$ cat config.mk
export PLATFORM = sky130hd
export DESIGN_NAME = pwm_level_ctrl
export DESIGN_NICKNAME = d
export VERILOG_FILES = /design/src/rtl/pwm_pkg.sv /design/src/rtl/btn_debounce.sv /design/src/rtl/pwm_level_ctrl.sv
export SDC_FILE = /design/constraint.sdc
export NUM_CORES = 1
export LEC_CHECK = 0
export BUFFER_PORTS_ARGS = -buffer_cell sky130_fd_sc_hd__buf_2
export CORE_UTILIZATION = 62
export CTS_CLUSTER_DIAMETER = 200
export DETAILED_ROUTE_END_ITERATION = 8
export PLACE_DENSITY = 0.79
export SLEW_MARGIN = 5
export SYNTH_ARGS = -nofsm -noshare
export SYNTH_HDL_FRONTEND = slang
export SYNTH_SLANG_ARGS = --single-unit
$ cat constraint.sdc
create_clock -name clk -period 4.1 [get_ports clk]
set_clock_uncertainty 0.15 [all_clocks]
set_input_delay 0 -clock clk [delete_from_list [all_inputs] [get_ports clk]]
set_output_delay 0 -clock clk [all_outputs]
set_load 0.01 [all_outputs]
$ cat src/rtl/pwm_pkg.sv
// pwm_pkg -- shared definitions for the PWM brightness-level controller.
//   state_e      : controller FSM states (MANUAL=0, FADE_UP=1, FADE_DOWN=2)
//   LEVEL_PORT_W : width of the level port driven into the PWM datapath
//   level_w()    : internal level arithmetic width for a given level count
package pwm_pkg;

  typedef enum logic [1:0] {
    MANUAL    = 2'd0,
    FADE_UP   = 2'd1,
    FADE_DOWN = 2'd2
  } state_e;

  localparam int LEVEL_PORT_W = 3;

  // A single-level controller still needs a one-bit register.
  function automatic int level_w(input int count);
    return (count > 1) ? $clog2(count) : 1;
  endfunction

endpackage

$ cat src/rtl/btn_debounce.sv
// btn_debounce -- conditions one active-low push button.
//   clk   : system clock
//   rst   : asynchronous active-high reset
//   btn   : raw button, active-low, asynchronous to clk
//   press : one-cycle pulse per debounced released->pressed transition
// A 2-flop synchronizer feeds a counter that must see 2**DEBOUNCE_W
// consecutive differing samples before the debounced state flips; the
// transition is then registered once more so the pulse lands a fixed
// 2 + 2**DEBOUNCE_W + 1 cycles after the button edge.
module btn_debounce #(
  parameter int DEBOUNCE_W = 21
) (
  input  logic clk,
  input  logic rst,
  input  logic btn,
  output logic press
);

  logic                  sync_p0;
  logic                  sync_p1;
  logic                  db_p2;
  logic                  db_p3;
  logic [DEBOUNCE_W-1:0] cnt;

  always_ff @(posedge clk or posedge rst) begin
    if (rst) begin
      sync_p0 <= 1'b1;
      sync_p1 <= 1'b1;
      db_p2   <= 1'b1;
      db_p3   <= 1'b1;
      cnt     <= '0;
      press   <= 1'b0;
    end else begin
      // synchronizer
      sync_p0 <= btn;
      sync_p1 <= sync_p0;
      // debounce window: any sample that agrees with db_p2 restarts it
      if (sync_p1 != db_p2) begin
        if (cnt == '1) begin
          db_p2 <= sync_p1;
          cnt   <= '0;
        end else begin
          cnt <= cnt + DEBOUNCE_W'(1);
        end
      end else begin
        cnt <= '0;
      end
      // edge detect: falling debounced level is a press
      db_p3 <= db_p2;
      press <= db_p3 & ~db_p2;
    end
  end

endmodule

$ cat src/rtl/pwm_level_ctrl.sv
// pwm_level_ctrl -- brightness level controller for a PWM LED driver.
//   clk     : system clock
//   rst     : asynchronous active-high reset
//   up      : button, active-low, async: next level (wraps)
//   down    : button, active-low, async: previous level (wraps)
//   mode    : button, active-low, async: toggle auto-fade
//   level   : current brightness level, 0..LED_COUNT-1
//   fade_on : high while auto-fading
//   step    : one-cycle pulse in the cycle level shows a new value
// In MANUAL the buttons step the level directly. Mode enters a triangle
// auto-fade that moves one level every 2**FADE_W cycles; any press while
// fading drops back to MANUAL at the current level.
module pwm_level_ctrl
  import pwm_pkg::*;
#(
  parameter int LED_COUNT  = 6,
  parameter int DEBOUNCE_W = 21,
  parameter int FADE_W     = 22
) (
  input  logic                    clk,
  input  logic                    rst,
  input  logic                    up,
  input  logic                    down,
  input  logic                    mode,
  output logic [LEVEL_PORT_W-1:0] level,
  output logic                    fade_on,
  output logic                    step
);

  localparam int            LW      = level_w(LED_COUNT);
  localparam logic [LW-1:0] LVL_MAX = LW'(LED_COUNT - 1);

  function automatic logic [LW-1:0] lvl_inc(input logic [LW-1:0] l);
    return (l == LVL_MAX) ? '0 : l + LW'(1);
  endfunction

  function automatic logic [LW-1:0] lvl_dec(input logic [LW-1:0] l);
    return (l == '0) ? LVL_MAX : l - LW'(1);
  endfunction

  logic up_ev;
  logic down_ev;
  logic mode_ev;

  btn_debounce #(.DEBOUNCE_W(DEBOUNCE_W)) u_up (
    .clk   (clk),
    .rst   (rst),
    .btn   (up),
    .press (up_ev)
  );

  btn_debounce #(.DEBOUNCE_W(DEBOUNCE_W)) u_down (
    .clk   (clk),
    .rst   (rst),
    .btn   (down),
    .press (down_ev)
  );

  btn_debounce #(.DEBOUNCE_W(DEBOUNCE_W)) u_mode (
    .clk   (clk),
    .rst   (rst),
    .btn   (mode),
    .press (mode_ev)
  );

  state_e            state_p0;
  state_e            state_d;
  logic [LW-1:0]     lvl_p0;
  logic [LW-1:0]     lvl_d;
  logic [FADE_W-1:0] fade_cnt_p0;
  logic [FADE_W-1:0] fade_cnt_d;
  logic              step_p0;
  logic              step_d;
  logic              tick;
  logic              exit_ev;
  logic [LW-1:0]     lvl_up;
  logic [LW-1:0]     lvl_dn;

  assign tick    = (fade_cnt_p0 == '1);
  // up+down together cancel out, so only a lone one (or mode) leaves a fade
  assign exit_ev = mode_ev | (up_ev ^ down_ev);
  assign lvl_up  = lvl_inc(lvl_p0);
  assign lvl_dn  = lvl_dec(lvl_p0);

  always_comb begin
    state_d    = state_p0;
    lvl_d      = lvl_p0;
    fade_cnt_d = fade_cnt_p0;
    step_d     = 1'b0;
    case (state_p0)
      MANUAL: begin
        fade_cnt_d = '0;
        if (mode_ev) begin
          state_d = (lvl_p0 == LVL_MAX) ? FADE_DOWN : FADE_UP;
        end else if (up_ev && !down_ev) begin
          lvl_d  = lvl_up;
          step_d = 1'b1;
        end else if (down_ev && !up_ev) begin
          lvl_d  = lvl_dn;
          step_d = 1'b1;
        end
      end
      FADE_UP: begin
        if (exit_ev) begin
          state_d    = MANUAL;
          fade_cnt_d = '0;
        end else begin
          fade_cnt_d = fade_cnt_p0 + FADE_W'(1);
          if (tick) begin
            lvl_d  = lvl_up;
            step_d = 1'b1;
            if (lvl_up == LVL_MAX) state_d = FADE_DOWN;
          end
        end
      end
      FADE_DOWN: begin
        if (exit_ev) begin
          state_d    = MANUAL;
          fade_cnt_d = '0;
        end else begin
          fade_cnt_d = fade_cnt_p0 + FADE_W'(1);
          if (tick) begin
            lvl_d  = lvl_dn;
            step_d = 1'b1;
            if (lvl_dn == '0) state_d = FADE_UP;
          end
        end
      end
      default: begin
        state_d    = MANUAL;
        fade_cnt_d = '0;
      end
    endcase
  end

  always_ff @(posedge clk or posedge rst) begin
    if (rst) begin
      state_p0    <= MANUAL;
      lvl_p0      <= '0;
      fade_cnt_p0 <= '0;
      step_p0     <= 1'b0;
    end else begin
      state_p0    <= state_d;
      lvl_p0      <= lvl_d;
      fade_cnt_p0 <= fade_cnt_d;
      step_p0     <= step_d;
    end
  end

  assign level   = LEVEL_PORT_W'(lvl_p0);
  assign fade_on = (state_p0 != MANUAL);
  assign step    = step_p0;

endmodule

After elaboration in Yosys (flattened, before gate mapping)
Index checks and enable logic that the tools add are counted.

Bits in registers: 106. Input port bits: 5. Output and inout port bits: 5. Word-level logic and storage cells: 106.

Add/sub/neg operators: 6. Equality and inequality tests: 22. Multiplexer cells: 33. Bitwise logic cells: 8. Reductions and logical operators: 15.

Operator list (number): 2-to-1 mux 21 bit (6); adder 21 x 1 -> 21 bit (second input constant) (3); equality test 21 bit (second input constant) (3); 2-to-1 mux 22 bit (2); 2-to-1 mux 3 bit (9); adder 22 x 1 -> 22 bit (second input constant) (1); equality test 22 bit (second input constant) (1); 2-to-1 mux 2 bit (8); != test 3 bit (second input constant) (5); != test 2 bit (second input constant) (5); case mux 3 bit (3 select lines) (1); AND reduction 7 bit (1); equality test 3 bit (second input constant) (2); zero test 3 bit (2); case mux 2 bit (3 select lines) (1); AND reduction 2 bit (3); 2-to-1 mux 1 bit (5); AND reduction 5 bit (1); adder 3 x 1 -> 3 bit (second input constant) (1); AND 1 bit (3); != test 1 bit (3); inverter 1 bit (3); nonzero test 3 bit (1); subtractor 3 x 1 -> 3 bit (second input constant) (1); 11 further kinds (13).

Longest topological paths before layout
Gate-level depths: netlist of run 1.

Word-level depth: 7. Mapped depth: 8. Gate-level depth less buffers: 7.

Hierarchy
Synthesis of run 1 repeated with hierarchy kept, for this count alone.

Cell total of the unflattened synthesis: 514. Area total of the unflattened synthesis: 5281.3 sq um.

By module, submodules not included: btn_debounce (instances 3, cells an instance 116, area each 1227.4 sq um, seq. area each 655.6 sq um); pwm_level_ctrl (instances 1, cells an instance 166, area each 1599.0 sq um, seq. area each 700.7 sq um).

Worst setup path before layout of run 1
Ideal clock, no wire load.

Path kind: register to register. Start point: register fade_cnt_p0[0]. End point: register state_p0[0]. Setup time: 128 ps. Data arrival time: 1896 ps. Data required time: 3822 ps. Path slack: 1926 ps. Stages on the path, launching flop included: 7. Buffers on the path: 0. Period minus slack after synthesis: 2174 ps. Path through: dfrtp_1 -> ha_1 -> nand4_2 -> or4b_2 -> nor3_1 -> o21ai_2 -> mux2_1.

Cells in the longest elaborated chain, start to end: 3. Elaborated cells on any way between the ends: 4. Those cells by class: eq/ne: 3; reduce/logical: 1.

RTL lines: from (decl) (line pwm_level_ctrl.sv:70) `logic [FADE_W-1:0] fade_cnt_p0;`; from (signal assigned) (line pwm_level_ctrl.sv:145) `fade_cnt_p0 <= fade_cnt_d;`; equality test 22 bit * (line pwm_level_ctrl.sv:79) `assign tick = (fade_cnt_p0 == '1);`; != test 3 bit (no source line); AND reduction 5 bit (no source line) *; to (signal assigned) (line pwm_level_ctrl.sv:143) `state_p0 <= state_d;`; to (decl) (line pwm_level_ctrl.sv:66) `state_e state_p0;`.

Mark *: on every way between the ends. The rest lies on a longest branch, timed or not. A chain may end at the register's enable or synchronous reset.

Worst setup path in the final report of run 1
Start point: register u_up.cnt[6]. End point: register u_up.cnt[2].

Cells in the longest elaborated chain, start to end: 3.

RTL lines: from (decl) (line btn_debounce.sv:23) `logic [DEBOUNCE_W-1:0] cnt;`; from (signal assigned) (line btn_debounce.sv:43) `cnt <= cnt + DEBOUNCE_W'(1);`; equality test 21 bit (line btn_debounce.sv:39) `if (cnt == '1) begin`; 2-to-1 mux 21 bit (line btn_debounce.sv:39); 2-to-1 mux 21 bit (line btn_debounce.sv:38) `if (sync_p1 != db_p2) begin`.

Every way passes these cells.

==> results of run 1 <==
-- layer usage --
| metal | GRT usage | part of all wire | wire (µm) |
|---|---|---|---|
| met4 | 0.103 | 0.018 | 154 |
| met3 | 0.0361 | 0.021 | 181 |
| met5 | 0 | 0 | 0 |
| met1 | 0.295 | 0.46 | 3920 |
| met2 | 0.374 | 0.50 | 4300 |
-- sequential cells by signal, summed over array words and instances (netlist names), 2 cells and up --
name / cells
fade_cnt_p0: 22
u_down.cnt: 21
u_mode.cnt: 21
u_up.cnt: 21
level: 3
state_p0: 2
-- final cells by class --
| class | instances | area [µm²] |
|---|---|---|
| multi-input cells | 371 | 2300 |
| fillers | 608 | 2420 |
| well taps | 102 | 128 |
| clock buffers | 13 | 139 |
| clock inverters | 3 | 42.5 |
| flip-flops and latches | 106 | 2670 |
| repair buffers | 14 | 92.6 |
| inverters | 16 | 62.6 |
-- synth_stat cells (all sizes together) (2+ instances only) --
cell type	n	share of area
nor2	98	0.072
dfrtp	94	0.46
xor2	40	0.069
xnor2	38	0.065
nand2	35	0.026
nand3	27	0.026
nand4	25	0.032
inv	16	0.012
nor3	15	0.015
and4	12	0.021
dfstp	12	0.062
clkbuf	11	0.0081
and3	10	0.012
ha	9	0.022
o21ai	9	0.0096
a21oi	8	0.0078
buf	6	0.0074
mux2	6	0.013
nor2b	6	0.0074
nor4	6	0.0074
nor3b	5	0.0074
and2	3	0.0037
nand2b	3	0.0037
o31ai	2	0.0056
or3	2	0.0025
-- critical path, cell delays in order, from the launching register on --
cell	delay, ns
dfrtp_1	0.42
nand4_1	0.23
nor4_1	0.58
nand4_1	0.25
nand2b_1	0.55
nor2_1	0.11
-- timing repair --
action | in CTS | in global routing
endpoints found under the hold margin | 67 | 0
hold buffers | 4 | 0
buffers inserted | 0 | 0
-- how the worst min path moves through the flow --
stage	from	to	slack [ns]	depth (start not counted)
2_1_floorplan	down	u_down.sync_p0$_DFF_PP1_	-0.15	0
3_3_place_gp	down	u_down.sync_p0$_DFF_PP1_	-0.05	1
3_5_place_dp	down	u_down.sync_p0$_DFF_PP1_	-0.04	1
4_1_cts	down	u_down.sync_p0$_DFF_PP1_	0.12	2
5_1_grt	up	u_up.sync_p0$_DFF_PP1_	0.13	2
6_report	down	u_down.sync_p0$_DFF_PP1_	0.13	2
-- cells by family after synthesis --
kind of cell / share of synthesized area
AND/OR/NAND/NOR: 0.243
flip-flops: 0.523
XOR/XNOR: 0.134
buffers and inverters: 0.0272
AO/OA/AOI/OAI: 0.0319
adder cells (fa/ha/maj): 0.0221
multiplexers: 0.0196
-- placed cells by master, fill, tap and decap left out, drive strengths merged, types with 2 or more instances in the layout --
| cell type | n |
|---|---|
| nor2 | 98 |
| nor4 | 6 |
| nand2b | 3 |
| o31ai | 2 |
| and4 | 12 |
| mux2 | 6 |
| a21oi | 8 |
| xnor2 | 38 |
| xor2 | 40 |
| nand2 | 35 |
| clkbuf | 13 |
| or3 | 2 |
| dfstp | 12 |
| inv | 16 |
| nand3 | 27 |
| buf | 10 |
| o21ai | 9 |
| nor2b | 6 |
| and2 | 3 |
| dlygate4sd3 | 4 |
| nor3b | 5 |
| and3 | 10 |
| nor3 | 15 |
| dfrtp | 94 |
| nand4 | 25 |
| ha | 9 |
-- where the power goes --
| part | total [mW] | switching, mW | internal (mW) |
|---|---|---|---|
| clock | 0.606 | 0.323 | 0.283 |
| combinational | 0.0507 | 0.0371 | 0.0136 |
| sequential | 1.07 | 0.00890 | 1.06 |
-- through the flow --
stage / worst slack, ns / instance area (µm²) / instances / total power [mW]
finish: 1.65 / 5430 / 625 / 1.72
global route: 1.42 / 5430 / 625 / 1.79
CTS: 1.71 / 5430 / 625 / 1.74
detailed placement: 1.72 / 5210 / 605 / 1.14
global placement: 1.77 / 5210 / 605 / 1.14
floorplan: 1.18 / 5100 / 510 / 1.12
==> flow_metrics.py, run 1 <==
metrics = {
    "synth": {
        "ys_ff_latch": 106,
        "synthArstFlopShare": 1.00,
        "yosys_warnings": 0,
        "synth.distinct_cells": 45,
        "syn_inst": 510,
        "synthesis.area_um2": 5100,
        "synth_nets": 524,
        "synth_edf_count": 0,
        "synth_top_flop_cell": "dfrtp_1",
        "yosysSeqAreaShare": 0.523,
        "synth.avg_cell_area_um2": 10.0,
    },
    "detailed_routing": {
        "vias": 3503,
        "dr.pass1.iters": 4,
        "route.final.wire_length_mm": 8.55,
        "drt_iter0_drc": 167,
        "vias_per_cell": 5.60,
        "drc": 0,
        "antenna_left": 0,
        "wire_per_inst_um": 13.7,
    },
    "placement": {
        "port_buffers": 9,
        "place_congestion": 0.829,
        "hpwl_mm": 5.71,
    },
    "worst_setup_path": {
        "cp-end-kind": "flop",
        "path_max_fanout": 18,
        "worst_setup_path_start_kind": "flop",
        "crit_end": "u_up.cnt[2]$_DFF_PP0_",
        "regToRegSetupSlack_ns": 1.65,
        "worstPathArrival_ns": 2.51,
        "r2r-start": "u_up.cnt[6]$_DFF_PP0_",
        "reg2reg_depth": 5,
        "reg2reg_to": "u_up.cnt[2]$_DFF_PP0_",
        "critPathLaunch": "u_up.cnt[6]$_DFF_PP0_",
        "crit_type": "reg -> reg",
        "required_ns": 4.16,
    },
    "sta": {
        "hold_ws_ns": 0.133,
        "setup_viol": 0,
        "period_share": 0.597,
        "tns_ns": 0,
        "finalCriticalPeriod_ns": 2.45,
        "relSlewSlack": 0.464,
        "fmax_mhz": 409,
        "slew_viol_final": 0,
        "tightestPinTransition_ns": 0.804,
        "rsz0062_at_grt": "no",
        "finalHoldViolations": 0,
    },
    "clocking": {
        "cts_made_buffers": 9,
        "clock-root-buffer": "clkbuf_8",
        "cts_tree": "yes",
        "clockBufferDepth": 2,
        "clock-sinks": 106,
        "cts_resized": 0,
        "clk_pin_slew_ns": 0.09,
        "htreeDepth": 3,
        "worstSkewPairLatency_ns": 0.36,
    },
    "run_status": {
        "outcome": "completed",
    },
    "grt": {
        "grt.total_usage": 0.226,
        "grt_pass1_wl_mm": 15.5,
        "grt_pass1_vias": 3509,
        "grt.overflow.total": 0,
        "grt_max_degree": 70,
        "antenna_found_initial": 0,
    },
    "power_and_ir_drop": {
        "power_density_nw_per_um2": 317,
        "max-vdd-ir-drop_mv": 0.264,
        "power.leakage_nw": 2.28,
    },
    "worst_hold_path": {
        "hp-class": "in -> reg",
    },
    "layout": {
        "utilization": 0.692,
        "drive_gt1_frac": 0.0899,
        "layout.nets": 532,
        "area_delta_synth_final_pct": 6.37,
        "insertedDiodeCount": 0,
    },
    "floorplanning": {
        "pin_count": 10,
        "core_region_area_um2": 7850,
        "die_area_um2": 8600,
        "rows": 32,
        "start_util": 0.650,
        "die_h_um": 92.7,
        "die_w_um": 92.7,
    },
    "job": {
        "maxCapViolations": 0,
    },
}
Power figures use the tool's default switching activity.
==> inputs of run 2 (changes only) <==
- ABC_AREA: default -> 1
- CORE_UTILIZATION: 62 -> 57
- PLACE_DENSITY: 0.79 -> 0.76
- clock period: 4.1 -> 2.2 ns (I/O delays scaled with it)
==> run 2 against run 1 <==
Effect of this change: global-route usage grew 0.17 points; worst hold slack got worse by 0.033 ns; highest routed layer unchanged; die area increased by 21%; critical path type unchanged.
==> flow_metrics.py, run 2 <==
metrics = {
    "run_status": {
        "outcome": "completed",
    },
    "floorplanning": {
        "pin_count": 10,
        "rows": 36,
        "start_util": 0.586,
        "core_region_area_um2": 9730,
        "die_area_um2": 10400,
        "die_w_um": 102,
        "die_h_um": 102,
    },
    "sta": {
        "hold_ws_ns": 0.100,
        "tightestPinTransition_ns": 0.622,
        "finalHoldViolations": 0,
        "tns_ns": 0,
        "relSlewSlack": 0.584,
        "rsz0062_at_grt": "no",
        "slew_viol_final": 0,
        "finalCriticalPeriod_ns": 1.95,
        "setup_ws_ns": 0.249,
        "fmax_mhz": 513,
        "setup_viol": 0,
        "period_share": 0.887,
    },
    "layout": {
        "final_area_um2": 6170,
        "largest_register": "fade_cnt_p0",
        "utilization": 0.635,
        "layout.cells.non_filler": 881,
        "layout.nets": 757,
        "largest_reg_flops": 22,
        "insertedDiodeCount": 0,
        "drive_gt1_frac": 0.112,
        "final_cell_mix": "168 x nand2_1, 113 x nor2_1, 94 x dfrtp_1",
        "layout_commonest_cell": "nand2_1",
        "area_delta_synth_final_pct": 8.34,
        "num-fill-cells": 842,
    },
    "synth": {
        "synth.distinct_cells": 36,
        "yosys_warnings": 0,
        "synth_nets": 735,
        "yosysSeqAreaShare": 0.468,
        "yosysTopAreaCell": "dfrtp_1",
        "yosysMostFrequentCell": "nand2_1",
        "ys_ff_latch": 106,
        "synth_edf_count": 0,
        "synthArstFlopShare": 1.00,
        "synthesis.area_um2": 5700,
        "synth.avg_cell_area_um2": 7.90,
        "syn_inst": 721,
        "synth_top_flop_cell": "dfrtp_1",
        "synth.top_cells.by_area": "dfrtp_1 41%, nand2_1 11%, nor2_1 7.4%",
        "netlist_top_cells_count": "168 x nand2_1, 113 x nor2_1, 94 x dfrtp_1",
        "yosysTopAreaCellShare": 0.413,
    },
    "worst_setup_path": {
        "crit_cells": 7,
        "max_stage_delay_ns": 0.44,
        "worst_setup_path_start_kind": "flop",
        "reg2reg_depth": 7,
        "crit_end": "level[0]$_DFFE_PP0P_",
        "crit_slowest_cell": "o21ai_0",
        "cp_top_family": "compound AO/OA/AOI/OAI gates",
        "r2r-start": "state_p0[0]$_DFFE_PP0P_",
        "crit_type": "reg -> reg",
        "required_ns": 2.31,
        "critPathLaunch": "state_p0[0]$_DFFE_PP0P_",
        "reg2reg_to": "level[0]$_DFFE_PP0P_",
        "path_max_fanout": 6,
        "path_cells": "inv_1 > ha_1 > inv_1 > o21ai_0 > nand2_2 > nand2_1 > nand2_1",
        "worstPathArrival_ns": 2.06,
        "cp-end-kind": "flop",
        "crit_buf_inv": 2,
        "regToRegSetupSlack_ns": 0.25,
    },
    "placement": {
        "dp_cells": 860,
        "pre_cts_slack_ns": 0.210,
        "place_congestion": 0.905,
        "place_area_um2": 5930,
        "hpwl_mm": 7.87,
        "port_buffers": 9,
    },
    "clocking": {
        "cts_made_buffers": 9,
        "worstSkewPairLatency_ns": 0.37,
        "cts_tree": "yes",
        "htreeDepth": 3,
        "clock-sinks": 106,
        "clockBufferDepth": 2,
        "clock-root-buffer": "clkbuf_8",
        "clk_pin_slew_ns": 0.10,
    },
    "grt": {
        "grt_max_degree": 36,
        "grt.total_usage": 0.228,
        "use_met2": 0.379,
        "grt_pass1_vias": 4341,
        "antenna_found_initial": 0,
        "grt_pass1_wl_mm": 19.1,
        "grt.overflow.total": 0,
        "grtUsageMet3": 0.0451,
        "met1_usage": 0.306,
        "busiest_layer": "met2",
    },
    "power_and_ir_drop": {
        "power_density_nw_per_um2": 521,
        "max-vdd-ir-drop_mv": 0.414,
        "finalPower_mw": 3.22,
        "power.leakage_nw": 2.69,
    },
    "detailed_routing": {
        "route.final.wire_length_mm": 10.8,
        "dr.pass1.iters": 4,
        "wire_per_inst_um": 12.2,
        "antenna_left": 0,
        "drt_iter0_drc": 154,
        "vias": 4622,
        "vias_per_cell": 5.25,
        "drc": 0,
    },
    "job": {
        "maxCapViolations": 0,
    },
    "worst_hold_path": {
        "hp-class": "in -> async",
    },
}
run 2: changes by cell type after synthesis, sizes merged, moves of 10 or more:
cell and delta:
nand2 +141, o21ai +20, nor3 +14, nor2 +30, and4 -12, and3 -10
xnor2 -30, inv +66, a21oi +11, nand3 +27, xor2 -23
run 2: what timing repair did:
| action | 4_1_cts | 5_1_grt |
|---|---|---|
| hold buffers | 4 | 0 |
| setup endpoints to repair | 0 | 1 |
| resized for setup | 0 | 0 |
| hold endpoints to repair | 88 | 0 |
| setup buffers | 0 | 1 |
run 2: where the power goes:
| group | total (mW) | internal [mW] | switching [mW] | leakage [nW] |
|---|---|---|---|---|
| Clock | 1.12 | 0.432 | 0.687 | 0.0925 |
| Sequential | 1.99 | 1.97 | 0.0193 | 1.43 |
| Combinational | 0.107 | 0.0353 | 0.0722 | 1.17 |
| Total | 3.22 | 2.44 | 0.779 | 2.69 |
run 2: metal layers:
metal,share of wire,vias to the layer above
li1,-,2363
met1,0.47,2179
met2,0.49,72
met3,0.030,8
met4,0.0082,0
met5,0,-
run 2: worst min path at each step:
| stage | from | end | slack [ns] | cells after the start |
|---|---|---|---|---|
| CTS | mode | u_mode.sync_p0$_DFF_PP1_ | 0.09 | 2 |
| global placement | rst | state_p0[1]$_DFFE_PP0P_ | -0.06 | 2 |
| detailed placement | rst | level[2]$_DFFE_PP0P_ | -0.04 | 2 |
| floorplan | down | u_down.sync_p0$_DFF_PP1_ | -0.15 | 0 |
| finish | rst | state_p0[0]$_DFFE_PP0P_ | 0.10 | 3 |
| global route | mode | u_mode.sync_p0$_DFF_PP1_ | 0.09 | 2 |
run 2: worst reg2reg max path: stages (launching register included):
cell     delay, ns
dfrtp_1       0.41
inv_1         0.08
ha_1          0.37
inv_1         0.13
o21ai_0       0.45
nand2_2       0.12
nand2_1       0.08
nand2_1       0.06
run 2: cell type report:
cell class,count,area (µm²),area share
multi-input combinational,524,2670,0.433
sequential,106,2670,0.432
inverter,82,312,0.0505
timing repair buffer,20,175,0.0284
tap,133,166,0.0270
clock buffer,9,124,0.0201
clock inverter,7,58.8,0.00953
run 2: cells by family (layout without fill, tap and decap cells):
logic type / after synthesis / in the layout / synth area share
simple gates: 431 / 431 / 0.352
flops: 106 / 106 / 0.468
buf+inv: 91 / 118 / 0.0632
compound gates: 59 / 59 / 0.0580
xor+xnor: 25 / 25 / 0.0384
fa+ha+maj: 9 / 9 / 0.0198
==> inputs of run 3 (changes only) <==
==> constraint.sdc (replaced) <==
create_clock -name clk -period 2.2 [get_ports clk]
set_clock_uncertainty 0.15 [all_clocks]
set_input_delay 0.11 -clock clk [delete_from_list [all_inputs] [get_ports clk]]
set_output_delay 0.11 -clock clk [all_outputs]
set_load 0.01 [all_outputs]
==> run 3 against run 2 <==
Effect of this change: register-to-register slack worse by 0.02 ns; flip-flop and latch count unchanged; design area down 0.12%; clock-buffer cell count unchanged; sequential share of layout area up 0.053 points; worst setup slack worse by 0.020 ns.
==> flow_metrics.py, run 3 (synthesized netlist as in run 2, its figures left out) <==
metrics = {
    "run_status": {
        "outcome": "completed",
    },
    "grt": {
        "grt_max_degree": 75,
        "grt.overflow.total": 0,
        "grt_pass1_wl_mm": 18.9,
        "grt.total_usage": 0.229,
        "grt_pass1_vias": 4547,
        "antenna_found_initial": 0,
    },
    "worst_setup_path": {
        "path_max_fanout": 12,
        "r2r-start": "state_p0[0]$_DFFE_PP0P_",
        "worstPathArrival_ns": 2.11,
        "crit_type": "reg -> reg",
        "critPathLaunch": "state_p0[0]$_DFFE_PP0P_",
        "worst_setup_path_start_kind": "flop",
        "required_ns": 2.34,
        "cp-end-kind": "flop",
    },
    "detailed_routing": {
        "top_layer": "met4",
        "wl_met2_mm": 5.39,
        "wire_per_inst_um": 12.5,
        "route.final.wire_length_mm": 11.0,
        "vias": 4653,
        "wl_met3_um": 355,
        "dr.pass1.iters": 5,
        "wl_met1_mm": 5.15,
        "vias_per_cell": 5.29,
        "drc": 0,
        "antenna_left": 0,
        "drt_iter0_drc": 222,
    },
    "power_and_ir_drop": {
        "finalPower_mw": 3.34,
        "power_density_nw_per_um2": 542,
        "max-vdd-ir-drop_mv": 0.388,
        "power.leakage_nw": 2.69,
    },
    "layout": {
        "regArea_um2": 2670,
        "num-fill-cells": 874,
        "layout_commonest_cell": "nand2_1",
        "insertedDiodeCount": 0,
        "multi_input_area_um2": 2670,
        "utilization": 0.634,
        "final_cell_mix": "168 x nand2_1, 113 x nor2_1, 94 x dfrtp_1",
        "layout.nets": 756,
        "largest_register": "fade_cnt_p0",
        "area_delta_synth_final_pct": 8.21,
        "drive_gt1_frac": 0.111,
        "largest_reg_flops": 22,
        "layout.cells.non_filler": 880,
    },
    "sta": {
        "rsz0062_at_grt": "no",
        "tns_ns": 0,
        "fmax_mhz": 508,
        "finalCriticalPeriod_ns": 1.97,
        "relSlewSlack": 0.689,
        "period_share": 0.896,
        "slew_viol_final": 0,
        "setup_viol": 0,
        "finalHoldViolations": 0,
        "tightestPinTransition_ns": 0.462,
    },
    "clocking": {
        "postCtsSetupBuffers": 0,
        "cts_resized": 0,
        "cts_tree": "yes",
        "worstSkewPairLatency_ns": 0.37,
        "htreeDepth": 3,
        "cts_made_buffers": 9,
        "clk_pin_slew_ns": 0.11,
        "clock-root-buffer": "clkbuf_8",
        "clock-sinks": 106,
        "holdBufCountCts": 4,
        "clockBufferDepth": 2,
    },
    "floorplanning": {
        "die_w_um": 102,
        "die_h_um": 102,
        "pin_count": 10,
        "start_util": 0.586,
        "rows": 36,
        "die_area_um2": 10400,
        "core_region_area_um2": 9730,
    },
    "placement": {
        "hpwl_mm": 7.91,
        "dp_cells": 860,
        "port_buffers": 9,
        "place_congestion": 0.954,
    },
    "worst_hold_path": {
        "hp-class": "in -> async",
    },
    "job": {
        "maxCapViolations": 0,
    },
}
## run 3: changes by cell type in the layout (fill, tap and decap cells not counted), sizes merged
cell / before / now
buf: 16 / 15
bufinv: 0 / 1
inv: 85 / 84
## run 3: layout make-up
type / instances / share of cell area
inverters: 82 / 0.0505
clock inverters: 7 / 0.0136
repair buffers: 19 / 0.0231
flip-flops and latches: 106 / 0.433
clock buffers: 9 / 0.0201
multi-input cells: 524 / 0.433
well taps: 133 / 0.0270
## run 3: routing by layer
layer  global-route usage  vias to the layer above
met2                0.393                       66
met4               0.0758                        0
li1                     -                     2365
met3               0.0410                       10
met5                    0                        -
met1                0.295                     2212
## run 3: stage by stage
stage	setup slack, ns	hold WS (ns)	cell area [µm²]
floorplan	0.495	-0.0355	5700
global placement	0.358	-0.0265	5920
detailed placement	0.277	-0.0222	5920
CTS	0.239	0.107	6170
global route	0.0494	0.146	6170
finish	0.230	0.117	6170
## run 3: worst paths after layout
path	endpoint	slack, ns	cells past startpoint
worst min register to register	u_up.sync_p1$_DFF_PP1_	0.21	0
worst min-delay path	state_p0[1]$_DFFE_PP0P_	0.12	3
min in group clk	u_up.sync_p1$_DFF_PP1_	0.21	0
worst max-delay path	fade_cnt_p0[14]$_DFF_PP0_	0.23	7
worst max register to register	fade_cnt_p0[14]$_DFF_PP0_	0.23	7
max in group asynchronous	u_down.sync_p0$_DFF_PP1_	1.05	4
## run 3: worst max-delay path, stage by stage (launching register included)
cell and delay [ns]:
dfrtp_1 0.43, inv_1 0.09, ha_1 0.38, inv_1 0.14, nor2_4 0.28, buf_4 0.20, o21ai_0 0.08, a21oi_1 0.14
## run 3: power breakdown
| group | internal [mW] | switching, mW | total, mW |
|---|---|---|---|
| sequential | 1.97 | 0.0190 | 1.99 |
| clock | 0.546 | 0.702 | 1.25 |
| combinational | 0.0322 | 0.0724 | 0.105 |
